### src/rtl/bcd_to_bin_seq_pkg.sv
// Shared constants for the sequential BCD-to-binary converter: default sizes,
// the digit width and the two-state FSM encoding.
package bcd_to_bin_seq_pkg;

    localparam int DIGITS_DEFAULT = 3;
    localparam int BIN_W_DEFAULT  = 10;
    localparam int DIGIT_W        = 4;

    localparam int STATE_W = 1;
    localparam logic [STATE_W-1:0] ST_IDLE  = 1'b0;
    localparam logic [STATE_W-1:0] ST_SHIFT = 1'b1;

    // Largest legal value of a single BCD digit.
    localparam logic [DIGIT_W-1:0] DIGIT_MAX = 4'd9;

endpackage

### src/rtl/bcd_to_bin_seq_digit_sub3.sv
// One BCD digit correction for the reverse double-dabble step:
// a digit that reads 8 or more after the right shift is reduced by 3.
module bcd_digit_sub3
    import bcd_to_bin_seq_pkg::*;
(
    input  logic [DIGIT_W-1:0] d,
    output logic [DIGIT_W-1:0] q
);

    assign q = (d >= 4'd8) ? (d - 4'd3) : d;

endmodule

### src/rtl/bcd_to_bin_seq.sv
// Sequential packed-BCD to binary converter using reverse double-dabble:
// one right shift plus per-digit correction per clock, BIN_W clocks per result.
module bcd_to_bin_seq
    import bcd_to_bin_seq_pkg::*;
#(
    parameter int DIGITS = DIGITS_DEFAULT,
    parameter int BIN_W  = BIN_W_DEFAULT
) (
    input  logic                      clk,
    input  logic                      rst,
    input  logic                      start,
    input  logic [DIGIT_W*DIGITS-1:0] bcd,
    output logic [BIN_W-1:0]          bin,
    output logic                      busy,
    output logic                      done,
    output logic                      err
);

    localparam int BCD_W  = DIGIT_W * DIGITS;
    localparam int WORK_W = BCD_W + BIN_W;
    localparam int CNT_W  = (BIN_W > 1) ? $clog2(BIN_W) : 1;
    localparam logic [CNT_W-1:0] CNT_LAST = CNT_W'(BIN_W - 1);

    // Request semantics: start is sampled on every rising edge but only acts
    // in IDLE; while busy it is dropped without queueing. done pulses for one
    // cycle with bin/err updated, and start in that cycle is taken normally.
    // Because there are only two states, busy is the FSM state made visible.

    logic [STATE_W-1:0] state;
    logic [BCD_W-1:0]   bcd_r;
    logic [BIN_W-1:0]   bin_r;
    logic [CNT_W-1:0]   cnt;

    logic [WORK_W-1:0]  shifted;
    logic [BCD_W-1:0]   bcd_next;
    logic [BIN_W-1:0]   bin_next;
    logic               bcd_bad;

    assign shifted  = {bcd_r, bin_r} >> 1;
    assign bin_next = shifted[BIN_W-1:0];

    for (genvar g = 0; g < DIGITS; g++) begin : g_digit
        bcd_digit_sub3 u_sub3 (
            .d (shifted[BIN_W + g*DIGIT_W +: DIGIT_W]),
            .q (bcd_next[g*DIGIT_W +: DIGIT_W])
        );
    end

    always_comb begin
        bcd_bad = 1'b0;
        for (int i = 0; i < DIGITS; i++) begin
            if (bcd[i*DIGIT_W +: DIGIT_W] > DIGIT_MAX) begin
                bcd_bad = 1'b1;
            end
        end
    end

    always_ff @(posedge clk or posedge rst) begin
        if (rst) begin
            state <= ST_IDLE;
            bcd_r <= '0;
            bin_r <= '0;
            cnt   <= '0;
            bin   <= '0;
            err   <= 1'b0;
            done  <= 1'b0;
        end else begin
            done <= 1'b0;
            case (state)
                ST_IDLE: begin
                    if (start) begin
                        if (bcd_bad) begin
                            // Rejected operand: report immediately, never go busy.
                            bin  <= '0;
                            err  <= 1'b1;
                            done <= 1'b1;
                        end else begin
                            bcd_r <= bcd;
                            bin_r <= '0;
                            cnt   <= '0;
                            state <= ST_SHIFT;
                        end
                    end
                end
                ST_SHIFT: begin
                    bcd_r <= bcd_next;
                    bin_r <= bin_next;
                    cnt   <= cnt + 1'b1;
                    if (cnt == CNT_LAST) begin
                        bin   <= bin_next;
                        err   <= 1'b0;
                        done  <= 1'b1;
                        state <= ST_IDLE;
                    end
                end
                default: state <= ST_IDLE;
            endcase
        end
    end

    assign busy = (state == ST_SHIFT);

endmodule

### config.mk
export PLATFORM = sky130hd
export DESIGN_NAME = bcd_to_bin_seq
export DESIGN_NICKNAME = d
export VERILOG_FILES = /design/src/rtl/bcd_to_bin_seq_pkg.sv /design/src/rtl/bcd_to_bin_seq_digit_sub3.sv /design/src/rtl/bcd_to_bin_seq.sv
export SDC_FILE = /design/constraint.sdc
export NUM_CORES = 1
export LEC_CHECK = 0
export ABC_CLOCK_PERIOD_IN_PS = 1300
export CORE_UTILIZATION = 48
export DETAILED_ROUTE_END_ITERATION = 8
export GPL_ROUTABILITY_DRIVEN = 1
export PLACE_DENSITY = 0.75
export SETUP_SLACK_MARGIN = 0.02
export SYNTH_ARGS = -nofsm -noshare
export SYNTH_HDL_FRONTEND = slang
export SYNTH_SLANG_ARGS = --single-unit
### constraint.sdc
create_clock -name clk -period 1.3 [get_ports clk]
set_input_delay 0.195 -clock clk [delete_from_list [all_inputs] [get_ports clk]]
set_output_delay 0.195 -clock clk [all_outputs]
set_load 0.05 [all_outputs]
; ---- Word-level counts from Yosys, hierarchy flattened
; Cells that the tools add are included.
[word_totals]
input_bits = 15
regBits = 39
elab_cells = 56
[op_classes]
n_mux = 31
n_reduce_logical = 2
n_eq_ne = 5
n_addsub = 4
bitwise_logic = 1
order_cmp = 6
[op_table]
columns = operator, n
row1 = $mux W10, 5
row2 = $pmux W10 S2, 2
row3 = $mux W12, 2
row4 = $pmux W12 S2, 1
row5 = $mux W4, 5
row6 = $gt A4 B4 Y1 const B, 3
row7 = $mux W1, 12
row8 = $ge A4 B4 Y1 const B, 2
row9 = $pmux W4 S2, 1
row10 = $sub A4 B2 Y4 const B, 2
row11 = $ne A2 B2 Y1 const B, 3
row12 = $pmux W1 S2, 3
row13 = $add A4 B1 Y4 const B, 1
row14 = $eq A4 B4 Y1 const B, 1
row15 = $ge A3 B4 Y1 const B, 1
row16 = $sub A3 B2 Y4 const B, 1
row17 = $reduce_and A3 Y1, 1
row18 = $ne A2 B1 Y1 const B, 1
row19 = $reduce_and A2 Y1, 1
row20 = $not A1 Y1, 1

; ---- Longest topological paths before layout
[logic_depth]
ltp_word = 7
mapped_depth = 6
ltp_nobuf = 5

; ---- Cells and area by module
; From an unflattened synthesis, not the netlist that was laid out.
[unflattened]
hier_cells = 171
hier_area_um2 = 1826.8
[by_module_without_submodules]
columns = module, instances, seq_area_each_um2, area_each_um2, cells_each
row1 = bcd_to_bin_seq, 1, 950.9, 1597.8, 138
row2 = bcd_digit_sub3, 3, 0.0, 76.3, 11

; ---- Least setup slack after synthesis
; No wires, ideal clock.
[synth_timing]
path_type = reg-to-reg
start = register state (netlist: busy)
end = register bcd_r[0]
required_ns = 1.173
path_slack_ns = -0.361
synth_period_minus_slack_ns = 1.661
arrival_ns = 1.534
path_buffers = 2
path_stages_with_launch = 6
setup_time_ns = 0.127
cell_sequence = dfrtp_1 > buf_4 > nor2b_1 > and4_4 > buf_6 > a221o_2
[synth_between]
elab_chain_cells = 3
word_cells_on_any_way = 5
[synth_rtl]
columns = element, line_no
row1 = start: declaration, bcd_to_bin_seq.sv:29  ; logic [STATE_W-1:0] state;
row2 = start signal: assignment, bcd_to_bin_seq.sv:60  ; state <= ST_IDLE;
row3 = start signal: assignment, bcd_to_bin_seq.sv:81  ; state <= ST_SHIFT;
row4 = start signal: assignment, bcd_to_bin_seq.sv:93  ; state <= ST_IDLE;
row5 = $not A1 Y1, --
row6 = $ne A2 B2 Y1 (no line), --
row7 = $reduce_and A2 Y1 (no line), --
row8 = end signal: assignment, bcd_to_bin_seq.sv:86  ; bcd_r <= bcd_next;
row9 = end: declaration, bcd_to_bin_seq.sv:30  ; logic [BCD_W-1:0] bcd_r;
; Several ways; a longest one is shown, not always the timed one.
; A chain may end at the register's enable or synchronous reset.

; ---- Final worst setup path
[layout_timing]
start = register bcd_r[6]
end = register bcd_r[5]
[layout_between]
elab_chain_cells = 3
word_cells_on_any_way = 4
[layout_rtl]
columns = element, line_no
row1 = $sub A4 B2 Y4 / $ge A4 B4 Y1 (equally long branches), bcd_to_bin_seq_digit_sub3.sv:10  ; assign q = (d >= 4'd8) ? (d - 4'd3) : d;
row2 = $mux W4 *, bcd_to_bin_seq_digit_sub3.sv:10
row3 = $pmux W12 S2 *, bcd_to_bin_seq.sv:69  ; case (state)
; Mark *: on every way between the ends. The rest lies on a longest branch, timed or not.

==> impl_metrics.yaml <==
placed_design:
  gp_congestion: 0.835
  dpl.hpwl_mm: 2.80
  place_ws_ns: -0.408
  port_buffers: 27
  place_area_um2: 2400
  dp.cells: 247
floorplanning:
  core_area_um2: 3660
  ioPinCount: 28
  die_w_um: 63.7
  rows: 22
  die_y_um: 63.7
  start_util_pct: 49.9
  design.die.area_um2: 4050
synthesis:
  synthMuxAreaShare_pct: 1.64
  synth-compound-area-share_pct: 22.2
  synthesis.area_um2: 1830
  yosysWarnings: 0
  ys_seq_area_share_pct: 52.1
  synth_edf_count: 0
  avgSynthCellArea_um2: 11.3
  ys_ff_latch: 38
  yosys.area.top_type: "dfrtp_1"
  syn_inst: 161
  synth-simple-area-share_pct: 10.6
  synth_xor_area_share_pct: 2.88
  syn-num-nets: 182
  synth.area.top_cells: "dfrtp_1 52%, a22o_2 5.5%, nand2_1 4.3%"
  synthFlopType: "dfrtp_1"
  synth_cell_type_count: 36
  synth_fa_ha_area_share_pct: 4.11
  synth.top_cell.area_share_pct: 52.1
  synth_top_family_by_area: "compound AO/OA/AOI/OAI gates"
  synthArstFlopShare_pct: 100
flow_run:
  max_cap_violations: 0
route:
  drt_wl_total_mm: 5.68
  wl_per_cell_um: 20.7
  drtIter0Drc: 101
  avgViaCountPerCell: 5.75
  num_vias: 1580
  antenna_left: 0
  firstDrtPassIters: 5
  drc: 0
critical_path:
  path_class: "flip-flop to flip-flop"
  slowest_delay_ns: 0.43
  worstReg2RegStart: "bcd_r[6]"
  rrSetupSlack_ns: -0.12
  crit_slowest_cell: "dfrtp_1"
  worst-path-max-fanout: 3
  crit_buf_inv: 1
  path_cells: "inv_2, ha_4, mux2i_1, nor2_1, a221o_2"
  critPathRequiredTime_ns: 1.48
  worstSetupEndpointType: "flip-flop"
  cpLargestDelayFamily: "flip-flops"
  crit_arrival_ns: 1.60
  regToRegEndpoint: "bcd_r[5]"
  reg2regPathDepth: 5
  crit_path_start_kind: "flip-flop"
cells_and_area:
  drive_gt1_share_pct: 48.5
  diodes: 0
  fin_util_pct: 80.5
  finalNonFillerCells: 275
  fin_nets: 247
  fin_area_um2: 2950
  syn2layout_area_growth_pct: 61.5
clock_tree:
  cts_tree: "done"
  htreeDepth: 2
  cts_buffers: 5
  cts-root-buf: "clkbuf_8"
  cts_buffer_depth: 2
  cts-hold-fix-buffers: 0
  cts.sinks: 38
  cts.clk_slew.worst_paths_ns: 0.07
  worstSkewPairLatency_ns: 0.30
worst_hold_path:
  hold_path.class: "input port to async pin"
status:
  status: "finished with violations"
  violations: "negative setup slack"
sta:
  timing.hold.ws_ns: 0.257
  hold_violations: 0
  finalSetupViolations: 21
  tightest_slew_ns: 0.322
  max_freq_ghz: 0.704
  fin_crit_ns: 1.42
  min_period_over_period_pct: 109
  slew_viol_final: 0
  fin_skew_ns: 0.00188
  rsz0062_at_grt: "yes"
  relSlewSlack_pct: 78.5
  fin_setup_tns_ns: -0.979
  postLayoutSetupSlackWorst_ns: -0.120
power_and_ir_drop:
  p_leak_nw: 1.35
  ir_worst_vdd_v: 0.00147
  p_per_area_nw_per_um2: 2660
  power_mw: 7.84
global_routing:
  grt_usage_pct: 24.5
  grt_max_degree: 39
  grt_pass1_wl_mm: 7.41
  grt_overflow: 0
  grt_pass1_vias: 1553
  antenna_found_initial: 0
sequential cells by signal (all words and copies together), names as in the netlist:
| signal | count |
|---|---|
| cnt | 4 |
| done | 1 |
| bin | 10 |
| bin_r | 9 |
| busy | 1 |
| err | 1 |
| bcd_r | 12 |
per-layer routing:
| layer | vias to the layer above | part of all wire, % | track usage, % |
|---|---|---|---|
| li1 | 709 | - | - |
| met1 | 814 | 42 | 30.9 |
| met2 | 50 | 53 | 38.0 |
| met3 | 7 | 3.1 | 4.71 |
| met4 | 0 | 1.5 | 16.2 |
| met5 | - | 0 | 0 |
worst max-delay path by stage:
stage | slack [ns] | startpoint | endpoint | cells after the start
4_1_cts | -0.02 | bcd_r[5] | bcd_r[5] | 5
5_1_grt | -0.16 | bcd_r[6] | bcd_r[5] | 5
6_report | -0.12 | bcd_r[6] | bcd_r[5] | 5
3_5_place_dp | -0.41 | bcd[1] | bcd_r[9] | 5
2_1_floorplan | -0.15 | busy | bcd_r[0] | 5
3_3_place_gp | -0.37 | bcd[9] | bin_r[1] | 5
kinds of logic after synthesis:
| kind of cell | count (synthesis) |
|---|---|
| AO/OA/AOI/OAI | 44 |
| multiplexers | 3 |
| flip-flops | 38 |
| AND/OR/NAND/NOR | 40 |
| XOR/XNOR | 6 |
| adder cells (fa/ha/maj) | 6 |
| buffers and inverters | 24 |
synth_stat cells (2+ instances only):
cell type  count
o21ai_1        4
buf_6          3
dfrtp_1       38
nor2b_1        2
a22o_2        10
o221a_2        2
a222oi_1       3
ha_1           6
o21ai_0        8
nand2_1       21
xor2_1         2
nor2_1         7
nand4_1        3
xnor2_1        4
a221o_2        4
inv_1         16
o21ai_4        3
nand2b_1       3
mux2i_1        3
a21oi_1        2
clkbuf_1       2
tightest hold or removal path, delay by kind of cell:
family,cells,cell delay (ns)
buf+inv,3,0.73
final cells by class:
type,instances,area [um2]
multi-input combinational,100,996
tap,48,60.1
clock buffer,7,76.3
clock inverter,1,30.0
sequential,38,952
timing repair buffer,65,771
inverter,16,62.6
fill,203,713
placed cells by master, fill, tap and decap left out, drive strengths merged, types with 3 or more instances in the layout:
| cell | count |
|---|---|
| a221o | 5 |
| a222oi | 3 |
| a22o | 10 |
| buf | 51 |
| clkbuf | 7 |
| clkdlybuf4s50 | 4 |
| dfrtp | 38 |
| dlygate4sd2 | 10 |
| ha | 6 |
| inv | 16 |
| mux2i | 3 |
| nand2 | 21 |
| nand2b | 3 |
| nand4 | 3 |
| nor2 | 7 |
| o21ai | 15 |
| xnor2 | 4 |
report_power, final:
group          switching (mW)  internal [mW]  total [mW]
clock network           0.429          0.574        1.00
logic                    2.06           2.43        4.49
registers               0.635           1.71        2.34
total                    3.13           4.71        7.84
repair_timing:
action,4_1_cts,5_1_grt
pin swaps,7,18
resized for setup,29,52
buffers inserted,10,6
setup endpoints to repair,35,37
endpoints found under the hold margin,0,0
gates cloned,2,2
(Power assumes the default switching activity.)
